==> src/rtl/fp_unit_arbiter.sv <==
// Round-robin arbiter sharing one pipelined floating-point core among NUM_REQ requesters.
// An owner-tag FIFO routes the core's in-order results back to the requester that issued each op.
module fp_unit_arbiter #(
  parameter int NUM_REQ   = 4,
  parameter int DATA_W    = 32,
  parameter int TAG_DEPTH = 16,
  parameter int PTR_W     = 4
) (
  input  logic                        clk,
  input  logic                        rst,
  input  logic                        hold,
  input  logic [NUM_REQ-1:0]          req_valid,
  input  logic [NUM_REQ*DATA_W-1:0]   req_a,
  input  logic [NUM_REQ*DATA_W-1:0]   req_b,
  output logic [NUM_REQ-1:0]          req_grant,
  output logic [DATA_W-1:0]           core_a,
  output logic [DATA_W-1:0]           core_b,
  output logic                        core_nd,
  input  logic                        core_rfd,
  input  logic [DATA_W-1:0]           core_result,
  input  logic                        core_rdy,
  output logic [NUM_REQ-1:0]          rsp_valid,
  output logic [DATA_W-1:0]           rsp_data,
  output logic [PTR_W:0]              in_flight,
  output logic                        err_orphan
);

  localparam int SEL_W = (NUM_REQ > 2) ? $clog2(NUM_REQ) : 1;
  localparam logic [PTR_W:0] FULL_CNT = (PTR_W+1)'(TAG_DEPTH);

  logic [SEL_W-1:0]     rr_ptr;
  logic [SEL_W-1:0]     sel;
  logic [SEL_W-1:0]     sel_next;
  logic [SEL_W-1:0]     head_tag;
  logic [SEL_W:0]       sum;
  logic [NUM_REQ-1:0]   eligible;
  logic [NUM_REQ-1:0]   rot;
  logic [NUM_REQ-1:0]   sel_onehot;
  logic [NUM_REQ-1:0]   head_onehot;
  logic [2*NUM_REQ-1:0] dbl;
  logic [DATA_W-1:0]    sel_a;
  logic [DATA_W-1:0]    sel_b;
  logic                 found;
  logic                 issue;
  logic                 pop;
  logic [SEL_W-1:0]     tags [TAG_DEPTH];
  logic [PTR_W-1:0]     wr_ptr;
  logic [PTR_W-1:0]     rd_ptr;

  // The requester granted last edge is masked so a stale req_valid cannot issue twice.
  always_comb begin
    eligible = req_valid & ~req_grant;
    dbl      = {eligible, eligible} >> rr_ptr;
    rot      = dbl[NUM_REQ-1:0];
    found    = 1'b0;
    sum      = '0;
    for (int k = 0; k < NUM_REQ; k++) begin
      if (!found && rot[k]) begin
        found = 1'b1;
        sum   = {1'b0, rr_ptr} + (SEL_W+1)'(k);
      end
    end
    if (sum >= (SEL_W+1)'(NUM_REQ)) sum = sum - (SEL_W+1)'(NUM_REQ);
    sel      = sum[SEL_W-1:0];
    sel_next = (sel == SEL_W'(NUM_REQ-1)) ? '0 : sel + 1'b1;
  end

  always_comb begin
    sel_a       = '0;
    sel_b       = '0;
    sel_onehot  = '0;
    head_onehot = '0;
    head_tag    = tags[rd_ptr];
    for (int k = 0; k < NUM_REQ; k++) begin
      sel_onehot[k]  = (sel == SEL_W'(k));
      head_onehot[k] = (head_tag == SEL_W'(k));
      if (sel_onehot[k]) begin
        sel_a = req_a[k*DATA_W +: DATA_W];
        sel_b = req_b[k*DATA_W +: DATA_W];
      end
    end
  end

  // Full uses the current count, so a same-cycle pop never frees a slot early.
  assign issue = found && core_rfd && !hold && (in_flight != FULL_CNT);
  assign pop   = core_rdy && (in_flight != '0);

  // Tag storage needs no reset: the pointers define which entries are live.
  always_ff @(posedge clk) begin
    if (issue) tags[wr_ptr] <= sel;
  end

  always_ff @(posedge clk or posedge rst) begin
    if (rst) begin
      req_grant  <= '0;
      core_a     <= '0;
      core_b     <= '0;
      core_nd    <= 1'b0;
      rsp_valid  <= '0;
      rsp_data   <= '0;
      in_flight  <= '0;
      err_orphan <= 1'b0;
      rr_ptr     <= '0;
      wr_ptr     <= '0;
      rd_ptr     <= '0;
    end else begin
      core_nd   <= issue;
      req_grant <= issue ? sel_onehot : '0;
      rsp_valid <= pop ? head_onehot : '0;
      if (issue) begin
        core_a <= sel_a;
        core_b <= sel_b;
        wr_ptr <= wr_ptr + 1'b1;
        rr_ptr <= sel_next;
      end
      if (pop) begin
        rsp_data <= core_result;
        rd_ptr   <= rd_ptr + 1'b1;
      end
      if (core_rdy && (in_flight == '0)) err_orphan <= 1'b1;
      case ({issue, pop})
        2'b10:   in_flight <= in_flight + (PTR_W+1)'(1);
        2'b01:   in_flight <= in_flight - (PTR_W+1)'(1);
        default: in_flight <= in_flight;
      endcase
    end
  end

endmodule

==> config.mk <==
export PLATFORM = sky130hd
export DESIGN_NAME = fp_unit_arbiter
export DESIGN_NICKNAME = d
export VERILOG_FILES = /design/src/rtl/fp_unit_arbiter.sv
export SDC_FILE = /design/constraint.sdc
export NUM_CORES = 1
export LEC_CHECK = 0
export CAP_MARGIN = 20
export CORE_AREA = 4 4 158 160
export CTS_BUF_LIST = sky130_fd_sc_hd__clkbuf_8
export DETAILED_ROUTE_END_ITERATION = 16
export DIE_AREA = 0 0 162 164
export GPL_ROUTABILITY_DRIVEN = 1
export GPL_TIMING_DRIVEN = 0
export PLACE_DENSITY_LB_ADDON = 0.08
export SYNTH_ARGS = -nofsm -noshare
export SYNTH_HDL_FRONTEND = slang
export SYNTH_SLANG_ARGS = --single-unit
==> constraint.sdc <==
create_clock -name clk -period 4.4 [get_ports clk]
set_input_delay 0.88 -clock clk [delete_from_list [all_inputs] [get_ports clk]]
set_output_delay 0.88 -clock clk [all_outputs]
set_load 0.005 [all_outputs]
### Word level (Yosys, flattened, before mapping)

Memories as Yosys holds them, arrays and structs flattened.
Cells that the tools add are included.

* register bits after elaboration: 121
* bits in writable memories: 32
* input port bits: 297
* logic and storage cells: 74
* memories: 1

Memory list
* tags: depth 16, width 2, read ports 1, clocked after Yosys merged registers in 0, write ports 1, line 46 `logic [SEL_W-1:0] tags [TAG_DEPTH];`

* add/subtract/negate cells: 9
* $lt $le $gt $ge: 1
* equality and inequality tests: 9
* shift operators: 1
* muxes and demuxes: 23
* bitwise gates (word level): 2
* reductions and logical operators: 17

Operators with widths (count)
* 2-to-1 mux 32 bit: 8
* equality test 2 bit (second input constant): 5
* case mux 5 bit (2 select lines): 1
* 2-to-1 mux 3 bit: 3
* adder 4 x 1 -> 4 bit (second input constant): 2
* logical AND 1 bit: 8
* 2-to-1 mux 4 bit: 2
* >> shifter 8 x 2 -> 4 bit: 1
* adder 2 x 2 -> 3 bit (second input constant): 2
* equality test 2 x 1 -> 1 bit (second input constant): 3
* 2-to-1 mux 1 bit: 6
* 2-to-1 mux 2 bit: 3
* adder 5 x 1 -> 5 bit (second input constant): 1
* zero test 5 bit: 1
* inequality test 5 bit (second input constant): 1
* nonzero test 5 bit: 1
* subtractor 5 x 1 -> 5 bit (second input constant): 1
* bitwise AND 4 bit: 1
* zero test 1 bit: 4
* zero test 2 bit: 2
* inverter 4 bit: 1
* adder 2 x 1 -> 3 bit (second input constant): 1
* >= comparator 3 bit (second input constant): 1
* adder 2 x 1 -> 2 bit (second input constant): 1
* other kinds (2): 2

### Longest topological paths before layout

* word-level depth: 20
* depth in mapped cells: 14
* mapped depth without buffers: 11

### Worst setup path after synthesis

OpenSTA, ideal clock, no wires.

* path type: input -> register
* start: input port req_valid[2]
* end: register core_a[26]
* setup time: 0.126 ns
* data arrival time: 3.478 ns
* required time: 4.274 ns
* path slack: 0.796 ns
* stages on the path: 11
* path buffers: 3
* cell sequence: nor2b_1 a21oi_1 nor2_1 nor3_1 ha_1 clkbuf_1 clkbuf_1 buf_2 o21ai_0 a221oi_1 nor2_1

* cells in the longest elaborated chain, start to end: 19
* elaborated cells between the ends (all ways): 30
* classes of those cells: add/sub: 1; order compare: 1; eq/ne: 3; shift: 1; mux: 13; bitwise: 1; reduce/logical: 10

RTL lines
* from (decl): line 12 `input logic [NUM_REQ-1:0] req_valid,`
* bitwise AND 4 bit *: line 52 `eligible = req_valid & ~req_grant;`
* >> shifter 8 x 2 -> 4 bit *: line 53 `dbl = {eligible, eligible} >> rr_ptr;`
* 2-to-1 mux 1 bit: line 58 `if (!found && rot[k]) begin`
* zero test 1 bit: line 58
* logical AND 1 bit: line 58
* 2-to-1 mux 1 bit: line 58
* zero test 1 bit: line 58
* logical AND 1 bit: line 58
* (+2 left out)
* logical AND 1 bit: line 58
* 2-to-1 mux 3 bit *: line 58
* >= comparator 3 bit / subtractor 2 x 1 -> 2 bit (equally long branches): line 63 `if (sum >= (SEL_W+1)'(NUM_REQ)) sum = sum - (SEL_W+1)'(NUM_REQ);`
* 2-to-1 mux 2 bit *: line 63
* via sum[0]: line 35 `logic [SEL_W:0] sum;`
* zero test 2 bit: line 75 `sel_onehot[k] = (sel == SEL_W'(k));`
* 2-to-1 mux 32 bit (3 in series): line 77 `if (sel_onehot[k]) begin`
* 2-to-1 mux 32 bit *: line 77
* to (signal assigned): line 111 `core_a <= sel_a;`
* to (decl): line 16 `output logic [DATA_W-1:0] core_a,`

The timed path passes the listed nets; every way through them passes the cells marked *.
A chain may end at the register's enable or synchronous reset.

### Worst setup path after layout

* start: input port req_valid[1]
* end: register core_a[30]

The elaborated chain is that of the path after synthesis.

==> impl_metrics.csv <==
group,metric,value,unit
timing,fin_hold_ws,0.476,ns
clock_network,ctsHtreeMaxLevel,4,
timing,fin_tns_setup,0,ns
worst_hold_path,hold_class,"reg2reg",
synthesis,ys_seq_elements,153,
setup_path,path_max_fanout,10,
finish,drive_gt1_share,4.99,%
detailed_routing,vias_per_cell,5.00,
synthesis,synth-async-reset-ratio,79.1,%
clock_network,clkSlewWorstSetupHoldPaths,0.09,ns
setup_path,end_kind,"flop",
clock_network,clk_latency,0.46,ns
power_and_ir_drop,internal-power,4290,uW
placed_design,place_ws,-0.182,ns
detailed_routing,wl_per_cell,20.2,um
synthesis,synth_edf_count,32,
floorplan,ios,408,
clock_network,clock_path_buffers,2,
finish,layout_commonest_cell,"clkdlybuf4s50_1",
finish,fillers,2192,
timing,post-route-period-util,92.8,%
detailed_routing,dr.pass1.iters,5,
placed_design,port_buffers,407,
synthesis,syn_nets,1230,
global_routing,grt_overflow,0,
detailed_routing,num_vias,8423,
synthesis,ys.warnings.count,0,
synthesis,yosysSeqAreaShare,48.8,%
timing,rsz0062_at_grt,"no",
detailed_routing,drt-initial-drc-count,488,
clock_network,post_cts_buffers,0,
placed_design,post-dp-hpwl,26900,um
clock_network,cts_resized,0,
power_and_ir_drop,power_density,544,nW/um^2
setup_path,critical_path_arrival,4.41,ns
power_and_ir_drop,p_sw_share,39.8,%
floorplan,core,23400,um^2
finish,fin_nets,1659,
power_and_ir_drop,power.switching,2830,uW
timing,fmax,245,MHz
timing,setup_ws,0.316,ns
timing,finalCriticalPeriod,4.08,ns
detailed_routing,wl,34000,um
outcome,status,"complete, no violations",
timing,finClkSkew,0.0208,ns
setup_path,critPathRequiredTime,4.73,ns
floorplan,fp-row-count,56,
global_routing,grt_max_degree,69,
floorplan,die_w,162,um
global_routing,grtUsageTotal,24.8,%
job,drv_cap,0,
setup_path,critPathLaunchType,"primary input",
power_and_ir_drop,power_frac_clock,14.8,%
timing,setup_viol,0,
synthesis,synthDistinctLibCells,40,
detailed_routing,drcViolationCount,0,
clock_network,cts_hold_buf,0,
power_and_ir_drop,p_comb_share,53.9,%
synthesis,syn_avg_cell_area,8.88,um^2
detailed_routing,drtAntennaViolNets,0,
placed_design,dp_cells,1649,
global_routing,grt_pass1_vias,8439,
placed_design,finalWeightedCongestion,0.890,
finish,stdcell_count,1683,
synthesis,syn_inst,921,
power_and_ir_drop,p_seq_share,31.2,%
clock_network,clockRootBuffer,"clkbuf_8",
floorplan,die_h,164,um
floorplan,die_area,26600,um^2
synthesis,ys.flop_type,"dfrtp_1",
finish,area_growth,60.0,%
clock_network,cts_buffers,17,
global_routing,antenna_found_initial,3,
timing,maxSlewViolCount,0,
clock_network,cts_tree,"built",
synthesis,synth_area,8180,um^2
setup_path,worstSetupPathType,"in2reg",
floorplan,initial_core_util,35.0,%
global_routing,grt_pass1_wl,50300,um
clock_network,clock_sinks,153,
timing,slew_headroom,52.0,%
timing,worst_pin_slew,0.721,ns
power_and_ir_drop,leakagePower,0.00514,uW
finish,layout_common_cells,"clkdlybuf4s50_1 (407), nand2_1 (177), nor2_1 (142), dfrtp_1 (121), o21ai_0 (70)",
power_and_ir_drop,ir_drop,214,uV
timing,finalHoldViolCount,0,
[critical path, stage by stage]
cell	delay [ns]
clkdlybuf4s50_1	0.47
nor2b_1	0.24
nor3_1	0.10
nor3_2	0.54
buf_6	0.22
ha_1	0.20
clkbuf_1	0.45
clkbuf_1	0.46
buf_2	0.34
o21ai_0	0.12
a221oi_1	0.28
nor2_1	0.07
[synth_stat cells (10+ instances only)]
cell type	number	area (um^2)
a21oi_1	69	345
a221oi_1	64	561
and2_1	10	62.6
buf_2	14	70.1
clkbuf_1	57	214
dfrtp_1	121	3030
edfxtp_1	32	961
ha_1	12	150
nand2_1	177	664
nor2_1	142	533
o21a_1	64	480
o21ai_0	70	350
[state kept, by name, summed over array words and instances, names as in the netlist, 2 cells and up]
register / cells
rsp_valid: 4
core_a: 32
rd_ptr: 4
rsp_data: 32
wr_ptr: 4
req_grant: 4
core_b: 32
rr_ptr: 2
tags: 32
in_flight: 5
[worst paths after layout]
kind	slack [ns]	cells after the start	to	startpoint
hold reg to reg	0.48	1	err_orphan	err_orphan
min in group asynchronous	0.85	2	rsp_data[21]	rst
setup / recovery	0.32	12	core_a[30]	req_valid[1]
max in group asynchronous	2.80	3	core_b[31]	rst
setup reg to reg	0.71	13	core_a[30]	rr_ptr[1]
hold / removal	0.48	1	err_orphan	err_orphan
[power by group through the flow]
stage / clock network [uW] / registers, uW / logic (uW)
3_5_place_dp: 0 / 2250 / 3850
4_1_cts: 1080 / 2220 / 3870
6_report: 1060 / 2220 / 3840
2_1_floorplan: 0 / 2260 / 1940
3_3_place_gp: 0 / 2230 / 3810
5_1_grt: 1140 / 2290 / 4210
[cells by family after synthesis]
logic type | share of synthesized area [%]
AND/OR/NAND/NOR | 18.3
AO/OA/AOI/OAI | 22.3
flip-flops | 48.8
buffers and inverters | 4.53
multiplexers | 3.00
XOR/XNOR | 1.28
adder cells (fa/ha/maj) | 1.84
[through the flow]
stage / power [uW] / utilization, % / instance area, um^2
2_1_floorplan: 4200 / - / 8180
3_3_place_gp: 6040 / 54.1 / 12700
3_5_place_dp: 6100 / 54.3 / 12700
4_1_cts: 7170 / 55.9 / 13100
5_1_grt: 7640 / 55.9 / 13100
6_report: 7120 / 55.9 / 13100
[final cells by class]
type | instances | area, um^2 | share of cell area, %
antenna | 1 | 2.50 | 0.0191
buffer | 80 | 340 | 2.60
clock buffer | 17 | 234 | 1.79
clock inverter | 15 | 140 | 1.07
inverter | 8 | 35.0 | 0.268
multi-input combinational | 680 | 3830 | 29.2
sequential | 153 | 3990 | 30.5
tap | 319 | 399 | 3.05
timing repair buffer | 410 | 4120 | 31.5
[routing by layer]
metal  part of all wire, %  wire length, um  up-vias  GRT usage [%]
li1                      -                -     4083              -
met1                    40            13400     3964           29.9
met2                    50            17000      320           43.0
met3                   8.0             2720       52           7.25
met4                   2.3              797        4           7.54
met5                 0.079               27        -              0
(Power assumes the default switching activity.)
